`config.mk`:
```
export PLATFORM = sky130hd
export DESIGN_NAME = phase_gen
export DESIGN_NICKNAME = d
export VERILOG_FILES = /design/src/rtl/cordic_pkg.sv /design/src/rtl/phase_wrap.sv /design/src/rtl/phase_gen.sv
export SDC_FILE = /design/constraint.sdc
export NUM_CORES = 1
export LEC_CHECK = 0
export ABC_CLOCK_PERIOD_IN_PS = 4580
export BUFFER_PORTS_ARGS = -buffer_cell sky130_fd_sc_hd__buf_2
export CORE_ASPECT_RATIO = 1.1
export CORE_UTILIZATION = 40
export DETAILED_ROUTE_END_ITERATION = 8
export GPL_TIMING_DRIVEN = 0
export HOLD_SLACK_MARGIN = 0.02
export PLACE_DENSITY = 0.62
export SLEW_MARGIN = 25
export SYNTH_ARGS = -nofsm -noshare
export SYNTH_HDL_FRONTEND = slang
export SYNTH_HIERARCHICAL = 1
export SYNTH_SLANG_ARGS = --single-unit
```
`constraint.sdc`:
```
create_clock -name clock -period 4.58 [get_ports clock]
set_clock_uncertainty 0.15 [all_clocks]
set_input_delay 0.458 -clock clock [delete_from_list [all_inputs] [get_ports clock]]
set_output_delay 0.458 -clock clock [all_outputs]
set_load 0.05 [all_outputs]
```
`src/rtl/cordic_pkg.sv`:
```
// rtl/cordic_pkg.sv - angle format constants, saturation helper and phase_gen FSM states
// Shared by phase_gen and the CORDIC pipeline; angles are signed Q.FRAC_BITS radians.
package cordic_pkg;

  localparam int DATA_WIDTH = 32;
  localparam int FRAC_BITS  = 14;

  // round(pi * 2^FRAC_BITS); carried at DATA_WIDTH+1 bits so sums never overflow
  localparam logic signed [DATA_WIDTH:0] PI     = 33'sd51472;
  localparam logic signed [DATA_WIDTH:0] TWO_PI = 33'sd102944;

  typedef enum logic [1:0] {
    IDLE = 2'd0,
    RUN  = 2'd1,
    DONE = 2'd2
  } phase_gen_state_t;

  function automatic logic signed [DATA_WIDTH:0] QUANTIZE(
    input logic signed [DATA_WIDTH:0] x,
    input logic signed [DATA_WIDTH:0] lo,
    input logic signed [DATA_WIDTH:0] hi
  );
    if (x < lo)      return lo;
    else if (x > hi) return hi;
    else             return x;
  endfunction

endpackage

```
`src/rtl/phase_wrap.sv`:
```
// rtl/phase_wrap.sv - combinational phase clamp or single-correction wrap into [-PI, PI)
// clamp_mode_i=1 clamps phase_i to [-PI, PI-1]; otherwise returns wrap(phase_i + step_i).
module phase_wrap
  import cordic_pkg::*;
(
  input  logic                         clamp_mode_i,
  input  logic signed [DATA_WIDTH-1:0] phase_i,
  input  logic signed [DATA_WIDTH-1:0] step_i,
  output logic signed [DATA_WIDTH-1:0] phase_o
);

  logic signed [DATA_WIDTH:0] phase_ext;
  logic signed [DATA_WIDTH:0] sum;
  logic signed [DATA_WIDTH:0] result;

  assign phase_ext = {phase_i[DATA_WIDTH-1], phase_i};

  // One correction suffices: phase is already in range and |step| <= PI.
  always_comb begin
    sum = phase_ext + {step_i[DATA_WIDTH-1], step_i};
    if (clamp_mode_i)     result = QUANTIZE(phase_ext, -PI, PI - 33'sd1);
    else if (sum >= PI)   result = sum - TWO_PI;
    else if (sum < -PI)   result = sum + TWO_PI;
    else                  result = sum;
  end

  assign phase_o = result[DATA_WIDTH-1:0];

endmodule

```
`src/rtl/phase_gen.sv`:
```
// rtl/phase_gen.sv - NCO-style angle generator feeding the CORDIC angle FIFO
// Optional build macro PHASE_GEN_DITHER_EN adds LFSR dither to out_din.
module phase_gen
  import cordic_pkg::*;
#(
  parameter int CNT_WIDTH = 16
) (
  input  logic                         clock,
  input  logic                         reset,
  input  logic                         start,
  input  logic                         stop,
  input  logic signed [DATA_WIDTH-1:0] init_phase,
  input  logic signed [DATA_WIDTH-1:0] step,
  input  logic        [CNT_WIDTH-1:0]  count,
  input  logic                         out_full,
  output logic                         out_wr_en,
  output logic signed [DATA_WIDTH-1:0] out_din,
  output logic                         busy,
  output logic                         done
);

  phase_gen_state_t             state_q, state_d;
  logic signed [DATA_WIDTH-1:0] phase_q, phase_d;
  logic signed [DATA_WIDTH-1:0] step_q, step_d;
  logic        [CNT_WIDTH-1:0]  rem_q, rem_d;

  logic signed [DATA_WIDTH-1:0] phase_next;
  logic signed [DATA_WIDTH-1:0] init_clamped;
  logic signed [DATA_WIDTH:0]   step_sat;

  phase_wrap u_acc_wrap (
    .clamp_mode_i(1'b0),
    .phase_i     (phase_q),
    .step_i      (step_q),
    .phase_o     (phase_next)
  );

  phase_wrap u_init_clamp (
    .clamp_mode_i(1'b1),
    .phase_i     (init_phase),
    .step_i      ('0),
    .phase_o     (init_clamped)
  );

  assign step_sat = QUANTIZE({step[DATA_WIDTH-1], step}, -PI, PI);

  always_comb begin
    state_d   = state_q;
    phase_d   = phase_q;
    step_d    = step_q;
    rem_d     = rem_q;
    out_wr_en = 1'b0;
    case (state_q)
      IDLE: begin
        if (start) begin
          step_d  = step_sat[DATA_WIDTH-1:0];
          phase_d = init_clamped;
          rem_d   = count;
          state_d = (count == '0) ? DONE : RUN;
        end
      end
      RUN: begin
        // stop takes priority so an aborted run never pushes a partial write
        if (stop) begin
          state_d = DONE;
        end else if ((rem_q != '0) && !out_full) begin
          out_wr_en = 1'b1;
          phase_d   = phase_next;
          rem_d     = rem_q - 1'b1;
          if (rem_q == CNT_WIDTH'(1)) state_d = DONE;
        end
      end
      DONE:    state_d = IDLE;
      default: state_d = IDLE;
    endcase
  end

  always_ff @(posedge clock or negedge reset) begin
    if (!reset) begin
      state_q <= IDLE;
      phase_q <= '0;
      step_q  <= '0;
      rem_q   <= '0;
    end else begin
      state_q <= state_d;
      phase_q <= phase_d;
      step_q  <= step_d;
      rem_q   <= rem_d;
    end
  end

  assign busy = (state_q != IDLE);
  assign done = (state_q == DONE);

`ifdef PHASE_GEN_DITHER_EN
  logic [15:0]                lfsr_q, lfsr_d;
  logic signed [DATA_WIDTH:0] dith_sum;
  logic signed [DATA_WIDTH:0] dith_sat;

  // Galois form of x^16+x^14+x^13+x^11+1, stepped once per FIFO write
  assign lfsr_d = out_wr_en ? ({1'b0, lfsr_q[15:1]} ^ (lfsr_q[0] ? 16'hB400 : 16'h0000)) : lfsr_q;

  always_ff @(posedge clock or negedge reset) begin
    if (!reset) lfsr_q <= 16'hACE1;
    else        lfsr_q <= lfsr_d;
  end

  assign dith_sum = {phase_q[DATA_WIDTH-1], phase_q} + {{(DATA_WIDTH-1){1'b0}}, lfsr_q[1:0]};
  assign dith_sat = (dith_sum > PI - 33'sd1) ? PI - 33'sd1 : dith_sum;
  assign out_din  = (state_q == RUN) ? dith_sat[DATA_WIDTH-1:0] : phase_q;
`else
  assign out_din = phase_q;
`endif

endmodule

```
* Word level (Yosys, flattened, before mapping)
Cells that the tools add are included.
Operators by class: add/sub/neg operators 4, order comparisons 6, equal/unequal tests 8, mux-type cells 23, reduce and logical (&&, ||, !) cells 10
Operators with widths (number):
- $mux W32 | 9
- $gt A32 B17 Y1 const B | 2
- $lt A32 B17 Y1 const B | 2
- $pmux W32 S2 | 1
- $mux W16 | 3
- $add A32 B32 Y33 | 1
- $ge A33 B17 Y1 const B | 1
- $lt A33 B17 Y1 const B | 1
- $add A32 B18 Y32 const B | 1
- $pmux W16 S2 | 1
- $sub A32 B18 Y32 const B | 1
- $eq A16 B1 Y1 const B | 1
- $logic_not A16 Y1 | 1
- $reduce_bool A16 Y1 | 1
- $sub A16 B1 Y16 const B | 1
- $mux W2 | 5
- $ne A2 B2 Y1 const B | 3
- $ne A3 B3 Y1 const B | 2
- $pmux W2 S2 | 1
- $reduce_and A4 Y1 | 1
- $reduce_bool A2 Y1 | 2
- $mux W1 | 3
- $reduce_and A3 Y1 | 1
- $eq A2 B1 Y1 const B | 1
- 5 further kinds | 5
Storage, ports and cells: bits in registers 82, logic and storage cells 55

* Logic depth before layout (Yosys ltp)
Gate-level depths: netlist (run 1).
depth in word-level cells 7, gate-level depth with buffers 18, gate-level depth less buffers 17

* Hierarchy
Netlist (run 1), hierarchy kept.
Modules (own cells, without submodules):
- phase_wrap | instances 2, cells each 619, area an instance 4176.5 µm², seq. area each 0.0 µm²
- phase_gen | instances 1, cells each 424, area an instance 4085.2 µm², seq. area each 2052.0 µm²

* Least setup slack after synthesis (run 1)
No wires, ideal clock.
path type register to register, from register phase_q[0], in the netlist out_din[0], to register phase_q[18], in the netlist out_din[18], library setup time 0.077 ns, data arrival time 4.347 ns, data required time 4.353 ns, slack 0.006 ns, stages on the path, launching flop included 17, path buffers 1, cells stage by stage dfrtp_1 ha_1 fa_1 a211oi_2 o211ai_1 a21oi_2 o211ai_1 nand4_1 or3b_4 or4_4 o21ai_2 buf_4 nor3b_1 o211a_1 a211oi_2 mux2i_1 o21ai_1
Between the ends: cells in the longest elaborated chain, start to end 7
Ends and longest elaborated chain:
- start, declared | line phase_gen.sv:23 | logic signed [DATA_WIDTH-1:0] phase_q, phase_d;
- start signal, assigned | line phase_gen.sv:86 | phase_q <= phase_d;
- $add A32 B32 Y33 * | line phase_wrap.sv:20 | sum = phase_ext + {step_i[DATA_WIDTH-1], step_i};
- $add A32 B18 Y32 / $lt A33 B17 Y1 (equally long branches) | line phase_wrap.sv:23 | else if (sum < -PI) result = sum + TWO_PI;
- $mux W32 | line phase_wrap.sv:23
- $mux W32 * | line phase_wrap.sv:22 | else if (sum >= PI) result = sum - TWO_PI;
- named net phase_next[18] | line phase_gen.sv:27 | logic signed [DATA_WIDTH-1:0] phase_next;
- $mux W32 * | line phase_gen.sv:66 | end else if ((rem_q != '0) && !out_full) begin
- $mux W32 * | line phase_gen.sv:64 | if (stop) begin
- $pmux W32 S2 * | line phase_gen.sv:53 | case (state_q)
The timed path passes the listed nets; every way through them passes the cells marked *. The select of a mux whose other input is x is not followed. A chain may end at the register's enable or synchronous reset.

* Worst setup path after layout (run 1)
from register step_q[0], to register phase_q[21], in the netlist out_din[21]
Between the ends: cells in the longest elaborated chain, start to end 7
Ends and longest elaborated chain:
- start, declared | line phase_gen.sv:24 | logic signed [DATA_WIDTH-1:0] step_q, step_d;
- start signal, assigned | line phase_gen.sv:87 | step_q <= step_d;
- $add A32 B32 Y33 * | line phase_wrap.sv:20
- $add A32 B18 Y32 / $lt A33 B17 Y1 (equally long branches) | line phase_wrap.sv:23
- $mux W32 | line phase_wrap.sv:23
- $mux W32 * | line phase_wrap.sv:22
- named net phase_next[21] | line phase_gen.sv:27
- $mux W32 * | line phase_gen.sv:66
- $mux W32 * | line phase_gen.sv:64
- $pmux W32 S2 * | line phase_gen.sv:53
Marked as above.

==> flow_metrics.env, run 1 <==
export IMPL_wire_per_inst_microns=20.2
export IMPL_min_from="step[3]"
export IMPL_cts_made_buffers=9
export IMPL_rr_worst_depth=17
export IMPL_ys_seq_area_share_pct=16.5
export IMPL_cap_violations=0
export IMPL_drtAntennaViolNets=0
export IMPL_syn2layout_area_growth_pct=19.5
export IMPL_placed_cell_area_sq_um=13700
export IMPL_clk_latency_ns=0.36
export IMPL_setup_viol=19
export IMPL_cp_arrival_ns=4.82
export IMPL_yosysWarnings=6
export IMPL_synthArstFlopShare_pct=100
export IMPL_dp_hpwl_microns=36600
export IMPL_syn_area_sq_um=12400
export IMPL_drive_gt1_share_pct=20.5
export IMPL_ios=120
export IMPL_synth_main_ff_cell="dfrtp_1"
export IMPL_grt_setup_unrepaired="true"
export IMPL_synth_area_per_cell_sq_um=7.48
export IMPL_grt_usage_pct=28.4
export IMPL_antenna_found_initial=0
export IMPL_gp_congestion=0.961
export IMPL_nFillCells=3108
export IMPL_coreArea_sq_um=30500
export IMPL_worst_hold_path_endpoint="step_q[3]$_DFFE_PN0P_"
export IMPL_ys_ff_latch=82
export IMPL_hold_ws_ns=0.182
export IMPL_r2r_start="step_q[0]$_DFFE_PN0P_"
export IMPL_synth_cells=1662
export IMPL_clock_sinks=82
export IMPL_tightest_slew_ns=0.972
export IMPL_hold_viol_final=0
export IMPL_slew_limit_headroom_pct=34.9
export IMPL_synth_edf_count=0
export IMPL_instances_no_fill=2283
export IMPL_fmax_ghz=0.211
export IMPL_fin_area_sq_um=14900
export IMPL_grt_pass1_wl_microns=72200
export IMPL_rows=67
export IMPL_synth_distinct_cells=97
export IMPL_dp_cells=2229
export IMPL_crit_path_max_fanout=6
export IMPL_final_cell_mix="a21oi_1 (166), buf_2 (149), nand2_1 (142), nor2_1 (118), o21ai_0 (80)"
export IMPL_end_kind="register"
export IMPL_routed_via_density=6.33
export IMPL_period_share_pct=103
export IMPL_numPortBuffers=119
export IMPL_routed_wl_microns=46200
export IMPL_clockRootBuffer="clkbuf_16"
export IMPL_ctsLongestPathBuffers=2
export IMPL_initial_utilization_pct=40.8
export IMPL_floorplan_die_area_sq_um=31800
export IMPL_n_antenna_cell=0
export IMPL_outcome="complete, but fails checks"
export IMPL_drcViolationCount=0
export IMPL_drv_slew=0
export IMPL_fin_setup_tns_ns=-1.14
export IMPL_final_nets=2025
export IMPL_cts_tree="yes"
export IMPL_min_period_ns=4.73
export IMPL_die_y_microns=187
export IMPL_num_vias=14400
export IMPL_reg2reg_slack_ns=-0.15
export IMPL_hold_class="in2reg"
export IMPL_setup_ws_ns=-0.153
export IMPL_grt_pass1_vias=13400
export IMPL_failed_checks="setup timing"
export IMPL_fp_dieW_microns=170
export IMPL_grt_ovfl_total=0
export IMPL_grt_max_degree=59
export IMPL_rr_endpoint="out_din[21]$_DFFE_PN0P_"
export IMPL_critPathLaunch="step_q[0]$_DFFE_PN0P_"
export IMPL_path_class="reg2reg"
export IMPL_final_common_cell="a21oi_1"
export IMPL_htree_num_levels=3
export IMPL_worst_setup_path_start_kind="register"
export IMPL_drt_iter0_drc=1169
export IMPL_drt_first_pass_iters=7
export IMPL_whs_path_depth=2
export IMPL_crit_required_ns=4.67
export IMPL_path_clk_slew_ns=0.07
-- worst max path at each step --
stage | end | slack, ns
6_report | out_din[21]$_DFFE_PN0P_ | -0.15
5_1_grt | out_din[21]$_DFFE_PN0P_ | -0.23
4_1_cts | out_din[22]$_DFFE_PN0P_ | -0.004
3_5_place_dp | out_din[22]$_DFFE_PN0P_ | -0.69
3_3_place_gp | out_din[22]$_DFFE_PN0P_ | -0.75
2_1_floorplan | out_din[18]$_DFFE_PN0P_ | 0.006
-- final cells by class --
type | count | area, sq um | share of cell area, %
buffer | 97 | 484 | 3.26
clock buffer | 12 | 246 | 1.66
clock inverter | 3 | 25.0 | 0.168
inverter | 39 | 146 | 0.985
multi-input combinational | 1476 | 10400 | 70.0
sequential | 82 | 2060 | 13.9
tap | 414 | 518 | 3.48
timing repair buffer | 160 | 985 | 6.62
-- state kept, by name, summed over array words and instances, names as in the netlist --
register,count
out_din,32
step_q,32
rem_q,16
state_q,2
-- cell usage after synthesis (all sizes together), types with 40 or more instances --
master,n,area [sq um]
nand2,143,537
buf,48,279
xnor2,52,470
nor4,48,338
nand3,68,340
ha,73,913
o211ai,49,408
clkbuf,50,190
nor3,40,210
nor2,123,467
dfrtp,82,2050
nand4,49,319
a21oi,183,976
o21ai,143,764
-- per-layer routing --
metal,vias up,part of all wire [%],track usage [%],wire length (microns)
met5,-,0,0,0
met4,0,3.8,11.6,1760
met3,92,4.2,2.79,1950
met2,449,50,49.8,23000
met1,7079,42,35.3,19400
li1,6824,-,-,-
-- metrics by stage --
| stage | setup WS (ns) | util, % |
|---|---|---|
| after floorplan | 0.00615 | - |
| after global placement | -0.746 | 44.8 |
| after detailed placement | -0.690 | 44.9 |
| after CTS | -0.00352 | 46.9 |
| after global routing | -0.229 | 48.7 |
| final | -0.153 | 48.7 |
-- worst max-delay path: stages (launching register included) --
cell and delay [ns]:
dfrtp_1 0.43, ha_4 0.19, fa_2 0.37, a211oi_4 0.30, o211ai_1 0.21, a21oi_2 0.26
buf_4 0.15, o211ai_1 0.12, buf_4 0.19, nand4_1 0.07, or3b_4 0.39, or4_4 0.57
o211ai_2 0.34, a2bb2oi_1 0.23, xnor2_1 0.19, a21oi_1 0.12, mux2i_1 0.23, o21ai_1 0.09
-- logic make-up (layout without fill, tap and decap cells) --
| logic type | after synthesis | in the layout | share of synthesized area, % |
|---|---|---|---|
| AOI/OAI and AO/OA | 657 | 657 | 37.4 |
| and+or+nand+nor | 601 | 601 | 25.3 |
| buffers and inverters | 137 | 311 | 4.95 |
| DFF | 82 | 82 | 16.5 |
| adders and majority gates | 75 | 75 | 7.67 |
| xor gates and xnor gates | 68 | 68 | 4.91 |
| muxes | 40 | 40 | 3.24 |
| other | 2 | 35 | 0.0604 |
-- repair_timing --
action                                  4_1_cts  5_1_grt
hold buffers                                  1        0
setup buffers                                16       23
pin swaps                                    20       57
gates resized for setup                      39       79
endpoints found under the hold margin        24        0
gates cloned                                  0        1
endpoints found under the setup margin       27       27
Power of run 1 is not shown: default switching activity piles up to over one toggle a cycle in this logic, so the estimate is an artifact.
==> run 2: changes to the inputs <==
CTS_BUF_LIST = sky130_fd_sc_hd__clkbuf_8   (was default)
==> flow_metrics.env, run 2 (synthesized netlist as in run 1, its figures left out) <==
export IMPL_outcome="complete, but fails checks"
export IMPL_failed_checks="setup timing"
export IMPL_die_y_microns=187
export IMPL_drtAntennaViolNets=0
export IMPL_final_common_cell="a21oi_1"
export IMPL_cts_made_buffers=9
export IMPL_gp_congestion=0.961
export IMPL_routed_wl_microns=46300
export IMPL_min_period_ns=4.81
export IMPL_n_antenna_cell=0
export IMPL_drt_first_pass_iters=5
export IMPL_nFillCells=3144
export IMPL_htree_num_levels=3
export IMPL_grt_pass1_wl_microns=72100
export IMPL_reg2reg_slack_ns=-0.23
export IMPL_dp_cells=2229
export IMPL_antenna_found_initial=0
export IMPL_num_vias=14500
export IMPL_path_clk_slew_ns=0.09
export IMPL_hold_class="in2reg"
export IMPL_drt_iter0_drc=1144
export IMPL_setup_viol=25
export IMPL_tightest_slew_ns=0.949
export IMPL_slew_limit_headroom_pct=36.5
export IMPL_min_from="step[3]"
export IMPL_grt_usage_pct=28.4
export IMPL_wire_per_inst_microns=20.3
export IMPL_m1WireLength_microns=19300
export IMPL_drive_gt1_share_pct=20.3
export IMPL_top_layer="met4"
export IMPL_seqCellArea_sq_um=2060
export IMPL_cap_violations=0
export IMPL_final_cell_mix="a21oi_1 (164), buf_2 (147), nand2_1 (142), nor2_1 (118), o21ai_0 (80)"
export IMPL_max_vdd_ir_drop_uv=478
export IMPL_rows=67
export IMPL_ctsLongestPathBuffers=2
export IMPL_grt_max_degree=59
export IMPL_wl_met2_microns=23200
export IMPL_crit_path_max_fanout=8
export IMPL_crit_required_ns=4.76
export IMPL_critPathLaunch="step_q[0]$_DFFE_PN0P_"
export IMPL_wl_met3_microns=2170
export IMPL_clockRootBuffer="clkbuf_8"
export IMPL_dp_hpwl_microns=36600
export IMPL_place_ws_ns=-0.690
export IMPL_end_kind="register"
export IMPL_syn2layout_area_growth_pct=18.4
export IMPL_floorplan_die_area_sq_um=31800
export IMPL_period_share_pct=105
export IMPL_drv_slew=0
export IMPL_rr_endpoint="out_din[19]$_DFFE_PN0P_"
export IMPL_p_total_mw=13.6
export IMPL_drcViolationCount=0
export IMPL_hold_viol_final=0
export IMPL_power_leakage_nw=5.76
export IMPL_setup_ws_ns=-0.225
export IMPL_multiInputGateArea_sq_um=10400
export IMPL_whs_path_depth=2
export IMPL_grt_ovfl_total=0
export IMPL_rr_worst_depth=18
export IMPL_coreArea_sq_um=30500
export IMPL_path_class="reg2reg"
export IMPL_cp_arrival_ns=4.98
export IMPL_cts_tree="yes"
export IMPL_instances_no_fill=2282
export IMPL_numPortBuffers=119
export IMPL_power_density_nw_per_um2=923
export IMPL_grt_pass1_vias=13400
export IMPL_utilization_pct=48.3
export IMPL_fmax_ghz=0.208
export IMPL_routed_via_density=6.34
export IMPL_worst_hold_path_endpoint="step_q[3]$_DFFE_PN0P_"
export IMPL_worst_setup_path_start_kind="register"
export IMPL_fp_dieW_microns=170
export IMPL_ios=120
export IMPL_initial_utilization_pct=40.8
export IMPL_clk_latency_ns=0.41
export IMPL_grt_setup_unrepaired="true"
export IMPL_r2r_start="step_q[0]$_DFFE_PN0P_"
export IMPL_clock_sinks=82
export IMPL_final_nets=2024
run 2: routing by layer:
metal  vias up  GRT usage [%]
met4         0           11.4
met3        94           3.22
met1      7047           34.9
li1       6831              -
met5         -              0
met2       488           50.0
run 2: layout make-up:
| class | instances | share of cell area, % |
|---|---|---|
| plain buffers | 97 | 3.30 |
| clock buffers | 10 | 0.935 |
| clock inverters | 5 | 0.221 |
| inverters | 39 | 0.994 |
| multi-input cells | 1476 | 70.6 |
| flip-flops and latches | 82 | 14.0 |
| well taps | 414 | 3.52 |
| repair buffers | 159 | 6.43 |
run 2: stage by stage:
stage                     hold slack, ns  TNS (ns)  area (sq um)
after floorplan                   0.0124         0         12600
after global placement             0.312    -13.61         13700
after detailed placement           0.191    -12.96         13700
after CTS                          0.119   -0.0323         14200
after global routing               0.145     -6.47         14700
final                              0.138     -2.96         14700
run 2: where the power goes:
group / internal, mW / switching, mW
logic: 4.26 / 7.25
clock network: 0.208 / 0.299
registers: 1.07 / 0.505
total: 5.54 / 8.06
run 2: repair_timing:
action,in CTS,in global routing
cloned,0,0
hold endpoints to repair,24,0
hold buffers,1,0
setup buffers,18,21
pin swaps,18,71
resized for setup,35,83
endpoints found under the setup margin,27,27
run 2: worst max path at each step:
stage / to / slack (ns) / cells past startpoint
global placement: out_din[22]$_DFFE_PN0P_ / -0.75 / 16
global route: out_din[19]$_DFFE_PN0P_ / -0.32 / 18
floorplan: out_din[18]$_DFFE_PN0P_ / 0.006 / 16
finish: out_din[19]$_DFFE_PN0P_ / -0.23 / 18
detailed placement: out_din[22]$_DFFE_PN0P_ / -0.69 / 16
CTS: out_din[28]$_DFFE_PN0P_ / -0.02 / 16
run 2: critical path, cell delays in order, from the launching register on:
cell and delay, ns:
dfrtp_1 0.44, ha_4 0.19, fa_2 0.39, a211oi_4 0.31
o211ai_1 0.21, a21oi_2 0.27, buf_4 0.15, o211ai_1 0.20
buf_4 0.22, o2bb2ai_4 0.12, or2_1 0.25, or4_4 0.58
o21a_1 0.21, buf_6 0.17, nand3_4 0.07, a211oi_2 0.07
a311oi_2 0.38, mux2i_1 0.18, o21ai_1 0.17
(Power assumes the default switching activity.)
